### src/rtl/pll_rst_seq_if.sv
`default_nettype none
// ============================================================================
// Module      : pll_rst_seq_if
// Description : Signal bundle between the PLL lock/reset pins and the staged
//               reset sequencer. The sequencer side uses the slave modport.
//               The PLL/consumer side uses the master modport.
// Revision    : 1.0 - initial release
// ============================================================================
interface pll_rst_seq_if #(
  parameter int N_STAGES = 3
);
  logic                pll_lock;
  logic                pll_rst;
  logic [N_STAGES-1:0] rst_out;
  logic                all_released;
  logic                lock_lost;
  logic [7:0]          relock_count;
  logic [2:0]          state;

  // PLL / reset-consumer side
  modport master (
    output pll_lock,
    input  pll_rst, rst_out, all_released, lock_lost, relock_count, state
  );

  // Sequencer side
  modport slave (
    input  pll_lock,
    output pll_rst, rst_out, all_released, lock_lost, relock_count, state
  );
endinterface
`default_nettype wire

### src/rtl/pll_rst_seq.sv
`default_nettype none
// ============================================================================
// Module      : pll_rst_seq
// Description : Staged reset sequencer driven by PLL lock. It synchronizes
//               and debounces lock, then releases the stage resets one by
//               one, STAGE_GAP cycles apart. Loss of lock re-asserts all
//               stage resets. If lock stays absent for too long, the block
//               pulses the PLL reset. It runs on the free-running board
//               clock.
// Revision    : 1.0 - initial release
// ============================================================================
module pll_rst_seq #(
  parameter int SYNC_STAGES        = 2,
  parameter int LOCK_STABLE_CYCLES = 1024,
  parameter int N_STAGES           = 3,
  parameter int STAGE_GAP          = 16,
  parameter int RELOCK_TIMEOUT     = 65536,
  parameter int PLL_RST_PULSE      = 8
) (
  input  wire logic       clk,
  input  wire logic       rst,
  pll_rst_seq_if.slave    bus
);

  // Counter must reach the largest terminal value used by any state
  localparam int c_M0      = (LOCK_STABLE_CYCLES > RELOCK_TIMEOUT) ? LOCK_STABLE_CYCLES : RELOCK_TIMEOUT;
  localparam int c_M1      = (STAGE_GAP * (N_STAGES - 1) > PLL_RST_PULSE) ? STAGE_GAP * (N_STAGES - 1) : PLL_RST_PULSE;
  localparam int c_CNT_MAX = (c_M0 > c_M1) ? c_M0 : c_M1;
  localparam int CW        = (c_CNT_MAX < 1) ? 1 : $clog2(c_CNT_MAX + 1);

  localparam logic [CW-1:0] c_TIMEOUT_LAST = CW'(RELOCK_TIMEOUT - 1);
  localparam logic [CW-1:0] c_STABLE_LAST  = CW'(LOCK_STABLE_CYCLES - 1);
  localparam logic [CW-1:0] c_PULSE_LAST   = CW'(PLL_RST_PULSE - 1);
  localparam logic [CW-1:0] c_GAP_LAST     = CW'(STAGE_GAP * (N_STAGES - 1) - 1);

  typedef enum logic [2:0] {
    S_WAIT_LOCK = 3'd0,
    S_DEBOUNCE  = 3'd1,
    S_RELEASE   = 3'd2,
    S_RUN       = 3'd3,
    S_PLL_RST   = 3'd4
  } state_t;

  logic [SYNC_STAGES-1:0] r_sync;
  logic                   w_lock_s;

  state_t                 r_state,        w_state_n;
  logic [CW-1:0]          r_cnt,          w_cnt_n;
  logic [N_STAGES-1:0]    r_rst_out,      w_rst_out_n;
  logic                   r_all_released, w_all_released_n;
  logic                   r_pll_rst,      w_pll_rst_n;
  logic                   r_lock_lost,    w_lock_lost_n;
  logic [7:0]             r_relock_count, w_relock_count_n;
  logic [N_STAGES-1:0]    w_rel_mask;

  // Lock synchronizer; its last flop is the only lock information used
  always_ff @(posedge clk) begin
    if (rst) r_sync <= '0;
    else     r_sync <= {r_sync[SYNC_STAGES-2:0], bus.pll_lock};
  end

  assign w_lock_s = r_sync[SYNC_STAGES-1];

  // Per-stage release mask: stage i drops when the release counter hits STAGE_GAP*i-1
  for (genvar gi = 0; gi < N_STAGES; gi++) begin : g_rel_mask
    if (gi == 0) begin : g_first
      assign w_rel_mask[gi] = 1'b1;
    end else begin : g_rest
      localparam logic [CW-1:0] c_THR = CW'(STAGE_GAP * gi - 1);
      assign w_rel_mask[gi] = (r_cnt != c_THR);
    end
  end

  // State register and registered outputs
  always_ff @(posedge clk) begin
    if (rst) begin
      r_state        <= S_WAIT_LOCK;
      r_cnt          <= '0;
      r_rst_out      <= '1;
      r_all_released <= 1'b0;
      r_pll_rst      <= 1'b0;
      r_lock_lost    <= 1'b0;
      r_relock_count <= 8'd0;
    end else begin
      r_state        <= w_state_n;
      r_cnt          <= w_cnt_n;
      r_rst_out      <= w_rst_out_n;
      r_all_released <= w_all_released_n;
      r_pll_rst      <= w_pll_rst_n;
      r_lock_lost    <= w_lock_lost_n;
      r_relock_count <= w_relock_count_n;
    end
  end

  // Next-state and next-output logic; the counter clears on every state change
  always_comb begin
    w_state_n        = r_state;
    w_cnt_n          = r_cnt + 1'b1;
    w_rst_out_n      = r_rst_out;
    w_all_released_n = r_all_released;
    w_pll_rst_n      = 1'b0;
    w_lock_lost_n    = 1'b0;
    w_relock_count_n = r_relock_count;

    case (r_state)
      S_WAIT_LOCK: begin
        w_rst_out_n      = '1;
        w_all_released_n = 1'b0;
        if (w_lock_s) begin
          w_state_n = S_DEBOUNCE;
          w_cnt_n   = '0;
        end else if (r_cnt == c_TIMEOUT_LAST) begin
          w_state_n   = S_PLL_RST;
          w_cnt_n     = '0;
          w_pll_rst_n = 1'b1;
        end
      end

      S_DEBOUNCE: begin
        if (!w_lock_s) begin
          // Glitch before release: start over silently
          w_state_n = S_WAIT_LOCK;
          w_cnt_n   = '0;
        end else if (r_cnt == c_STABLE_LAST) begin
          w_cnt_n = '0;
          if (N_STAGES == 1) begin
            w_state_n        = S_RUN;
            w_rst_out_n      = '0;
            w_all_released_n = 1'b1;
          end else begin
            w_state_n      = S_RELEASE;
            w_rst_out_n[0] = 1'b0;
          end
        end
      end

      S_RELEASE, S_RUN: begin
        if (!w_lock_s) begin
          w_state_n        = S_WAIT_LOCK;
          w_cnt_n          = '0;
          w_rst_out_n      = '1;
          w_all_released_n = 1'b0;
          w_lock_lost_n    = 1'b1;
          if (r_relock_count != 8'hFF) w_relock_count_n = r_relock_count + 8'd1;
        end else if (r_state == S_RUN) begin
          w_cnt_n = '0;
        end else begin
          w_rst_out_n = r_rst_out & w_rel_mask;
          if (r_cnt == c_GAP_LAST) begin
            w_state_n        = S_RUN;
            w_cnt_n          = '0;
            w_all_released_n = 1'b1;
          end
        end
      end

      S_PLL_RST: begin
        // Lock is ignored for the whole pulse
        w_rst_out_n = '1;
        w_pll_rst_n = 1'b1;
        if (r_cnt == c_PULSE_LAST) begin
          w_pll_rst_n = 1'b0;
          w_state_n   = S_WAIT_LOCK;
          w_cnt_n     = '0;
        end
      end

      default: begin
        w_state_n        = S_WAIT_LOCK;
        w_cnt_n          = '0;
        w_rst_out_n      = '1;
        w_all_released_n = 1'b0;
      end
    endcase
  end

  assign bus.pll_rst      = r_pll_rst;
  assign bus.rst_out      = r_rst_out;
  assign bus.all_released = r_all_released;
  assign bus.lock_lost    = r_lock_lost;
  assign bus.relock_count = r_relock_count;
  assign bus.state        = r_state;

endmodule
`default_nettype wire

### src/flat_wrapper.sv
// flat-port wrapper written by rule: the top's interface ports become plain ports
module pll_rst_seq_flat 
#(
  parameter int SYNC_STAGES        = 2,
  parameter int LOCK_STABLE_CYCLES = 1024,
  parameter int N_STAGES           = 3,
  parameter int STAGE_GAP          = 16,
  parameter int RELOCK_TIMEOUT     = 65536,
  parameter int PLL_RST_PULSE      = 8
)
  (clk, rst, bus_pll_lock, bus_pll_rst, bus_rst_out, bus_all_released, bus_lock_lost, bus_relock_count, bus_state);
  pll_rst_seq_if #(.N_STAGES(N_STAGES)) bus_i ();
  input  wire logic clk;
  input  wire logic rst;
  input wire logic [$bits(bus_i.pll_lock)-1:0] bus_pll_lock;
  output wire logic [$bits(bus_i.pll_rst)-1:0] bus_pll_rst;
  output wire logic [$bits(bus_i.rst_out)-1:0] bus_rst_out;
  output wire logic [$bits(bus_i.all_released)-1:0] bus_all_released;
  output wire logic [$bits(bus_i.lock_lost)-1:0] bus_lock_lost;
  output wire logic [$bits(bus_i.relock_count)-1:0] bus_relock_count;
  output wire logic [$bits(bus_i.state)-1:0] bus_state;
  assign bus_i.pll_lock = bus_pll_lock;
  assign bus_pll_rst = bus_i.pll_rst;
  assign bus_rst_out = bus_i.rst_out;
  assign bus_all_released = bus_i.all_released;
  assign bus_lock_lost = bus_i.lock_lost;
  assign bus_relock_count = bus_i.relock_count;
  assign bus_state = bus_i.state;
  pll_rst_seq #(.SYNC_STAGES(SYNC_STAGES), .LOCK_STABLE_CYCLES(LOCK_STABLE_CYCLES), .N_STAGES(N_STAGES), .STAGE_GAP(STAGE_GAP), .RELOCK_TIMEOUT(RELOCK_TIMEOUT), .PLL_RST_PULSE(PLL_RST_PULSE)) u_core (.clk(clk), .rst(rst), .bus(bus_i));
endmodule
### config.mk
export PLATFORM = sky130hd
export DESIGN_NAME = pll_rst_seq_flat
export DESIGN_NICKNAME = d
export VERILOG_FILES = /design/src/rtl/pll_rst_seq_if.sv /design/src/rtl/pll_rst_seq.sv /design/src/flat_wrapper.sv
export SDC_FILE = /design/constraint.sdc
export NUM_CORES = 1
export LEC_CHECK = 0
export BUFFER_PORTS_ARGS = -buffer_cell sky130_fd_sc_hd__buf_2
export CAP_MARGIN = 20
export CORE_MARGIN = 2
export CORE_UTILIZATION = 40
export CTS_CLUSTER_SIZE = 16
export DETAILED_ROUTE_END_ITERATION = 12
export PLACE_DENSITY_LB_ADDON = 0.05
export SLEW_MARGIN = 20
export SYNTH_ARGS = -nofsm -noshare
export SYNTH_HDL_FRONTEND = slang
export SYNTH_SLANG_ARGS = --single-unit
### constraint.sdc
create_clock -name clk -period 3.1 [get_ports clk]
set_input_delay 0.465 -clock clk [delete_from_list [all_inputs] [get_ports clk]]
set_output_delay 0.465 -clock clk [all_outputs]
set_load 0.01 [all_outputs]
==> flow_metrics.tcl <==
set metrics [dict create \
    run_status "complete, no violations" \
    ctsLongestPathBuffers 2 \
    syn_area_per_cell_um2 8.981 \
    placed_area_mm2 0.001839 \
    maxSlewHeadroom_pct 58.55 \
    fin_crit_sh_pct 82.14 \
    antenna_found_initial 0 \
    power.density_mw_per_mm2 449.5 \
    die_outline_height_um 69.49 \
    post-route-cell-area_mm2 0.001929 \
    routed_wl_um 3307 \
    critPathMaxFanout 16 \
    cts-buffers-inserted 5 \
    cts_setup_buffers 0 \
    grt_start_max_net_pins 20 \
    fmaxAchievable_mhz 392.7 \
    areaGrowthSynthToFinish_pct 12.47 \
    grt_setup_unrepaired "no" \
    yosysMostFrequentCell "dfxtp_1" \
    path_clk_slew_ps 70 \
    p_leak_nw 0.7757 \
    routed_wire_length_per_instance_um 12.72 \
    period_minus_slack_ps 2546 \
    layoutNonFillerInstCount 260 \
    max_stage_delay_ps 540 \
    holdPathStages 2 \
    synth-xor-area-share_pct 10.72 \
    synth_top_area_cell "dfxtp_1" \
    drtPass1Iterations 4 \
    synth_simple_gate_area_share_pct 27.94 \
    portBuffers 19 \
    maxCapViolations 0 \
    synth_largest_type_area_fraction_pct 42.01 \
    syn-cell-area_mm2 0.001715 \
    timing.hold.worst.start "bus_pll_lock" \
    grt_remaining_overflow 0 \
    regToRegStartpoint "u_core.r_cnt[0]" \
    synthMuxAreaShare_pct 1.167 \
    yosysWarnings 0 \
    gp_congestion 0.8183 \
    yosys-top-cells-area "dfxtp_1 42%, xor2_1 7.7%, nor2_1 6.6%" \
    critical_path.reg2reg.endpoint "u_core.r_cnt[8]" \
    synthTopCellsByCount "36 x dfxtp_1, 30 x nor2_1, 15 x nand2_1, 15 x xor2_1, 9 x nand4_1" \
    setup_tns_ps 0 \
    synth_seq_cells 36 \
    number_of_cell_instances_on_the_worst_register_to_register_path 10 \
    synth-edff-count 0 \
    syn_nets 198 \
    synthFlopType "dfxtp_1" \
    chip_width_um 69.49 \
    synth_compound_area_share_pct 11.31 \
    ctsResizeCount 0 \
    tritoncts_clock_tree "built" \
    groute.usage.overall_pct 15.31 \
    floorplan.io_pins 20 \
    max_stage_delay_cell_worst_path "nor4_1" \
    route.detailed.vias_per_inst 5.212 \
    fin_worst_skew_ps 4.604 \
    timing_worst_slew_pin_value_ps 616.1 \
    fp.dieArea_mm2 0.004828 \
    fin_worst_hold_slack_ps 401.1 \
    synth_fa_ha_area_share_pct 2.918 \
    clock_tree.htree_level_count 2 \
    floorplan.core_area_mm2 0.004058 \
    timing.critical_path.cells "ha_1, and4_1, and3_1, nand3_1, inv_1, ha_1, nor4_1, o41ai_4, buf_4, nor2_1" \
    setup.worst_path.end_class "flip-flop" \
    critical_path.most_common_cell "ha_1" \
    final-hold-violation-count 0 \
    post-dp-hpwl_um 2446 \
    drtAntennaViolNets 0 \
    synthesis.instances 191 \
    synth-seq-area-share_pct 42.01 \
    reg2reg_slack_ps 550 \
    initial_utilization_pct 42.28 \
    final_setup_viols 0 \
    dpl.cell_count 252 \
    setup.worst_path.class "flip-flop to flip-flop" \
    wire_length_of_the_first_global_routing_pass_um 5885 \
    num_vias 1355 \
    antenna-diode-count 0 \
    clk_root_buf "clkbuf_8" \
    hold_path_end "u_core.r_sync[0]" \
    clock_network_latency_to_the_later_pin_of_the_worst_skew_pair_ps 280 \
    final_layout_size_suffix_gt1_share_pct 17.14 \
    row_count 23 \
    cts_hold_buffers 0 \
    synth_top_family_by_area "simple AND/OR/NAND/NOR gates" \
    num-nets-final 216 \
    drtIter0Drc 75 \
    via_count_of_the_first_global_routing_pass 1280 \
    timing.final.max_slew_violations 0 \
    critPathArrivalTime_ps 2770 \
    vdd_drop_max_uv 176.9 \
    drcViolationCount 0 \
    clock-sinks 36 \
    ys_types 47 \
    timing.critical_path.required_ps 3320 \
    min_path_type "input pin to flip-flop" \
    ys_async_sr_fraction_pct 0 \
    setup.worst_path.start_class "flip-flop" \
]
[power by group]
group	leakage, nW	switching [mW]	internal, mW	total (mW)
clock network	0.0455	0.156	0.181	0.337
logic	0.439	0.0293	0.0210	0.0504
registers	0.291	0.00859	0.471	0.479
total	0.776	0.194	0.673	0.867
[worst max-delay path by stage]
stage               slack (ps)             from             endpoint
global route               390  u_core.r_cnt[0]  u_core.bus.state[0]
global placement           660  u_core.r_cnt[0]     u_core.r_cnt[13]
finish                     550  u_core.r_cnt[0]      u_core.r_cnt[8]
floorplan                  750  u_core.r_cnt[0]     u_core.r_cnt[13]
CTS                        550  u_core.r_cnt[0]     u_core.r_cnt[10]
detailed placement         570  u_core.r_cnt[0]     u_core.r_cnt[10]
[final cells by class]
type / instances / area, µm²
inverter: 7 / 26.28
clock buffer: 8 / 90.09
timing repair buffer: 20 / 102.6
multi-input combinational: 139 / 927.1
tap: 50 / 62.56
fill: 408 / 2128
sequential: 36 / 720.7
[logic make-up (layout without fill, tap and decap cells)]
kind of cell,count (synthesis),after routing
buf+inv,16,35
compound gates,22,22
fa+ha+maj,4,4
simple gates,90,90
flops,36,36
xor+xnor,21,21
mux,2,2
[routing by layer]
layer | share of wire, % | global-route usage (%)
met5 | 0 | 0
met4 | 2.2 | 7.190
met2 | 45 | 23.40
met1 | 49 | 19.89
met3 | 3.7 | 4.360
[layout by cell type, fill, tap and decap left out, types with 6 or more instances in the layout]
cell / synthesis / layout
buf_2: 0 / 19
nor2_1: 30 / 30
nand4_1: 9 / 9
nand3_1: 8 / 8
xor2_1: 15 / 15
dfxtp_1: 36 / 36
nand2_1: 15 / 15
inv_1: 7 / 7
clkbuf_8: 0 / 6
xnor2_1: 6 / 6
[sequential cells by signal (all words and copies together), names as in the netlist]
signal,count
u_core.bus.all_released,1
u_core.bus.lock_lost,1
u_core.bus.pll_rst,1
u_core.bus.relock_count,8
u_core.bus.rst_out,3
u_core.bus.state,3
u_core.r_cnt,17
u_core.r_sync,2
[worst max-delay path, delay by kind of cell, from the launching register on]
kind | cells | cell delay (ps)
AND/OR/NAND/NOR | 5 | 1310
adder cells (fa/ha/maj) | 2 | 450
flip-flops | 1 | 320
buffers and inverters | 2 | 260
AO/OA/AOI/OAI | 1 | 140
[per-stage QoR]
step                      setup slack, ps  util, %  total power [mW]
after global placement              662.2    45.33            0.5402
after global routing                386.2    47.55            0.9088
after CTS                           550.0    47.55            0.8843
final                               553.7    47.55            0.8672
after floorplan                     748.3        -            0.5302
after detailed placement            567.3    45.33            0.5407
Note: power is estimated with default switching activity, not from simulation.
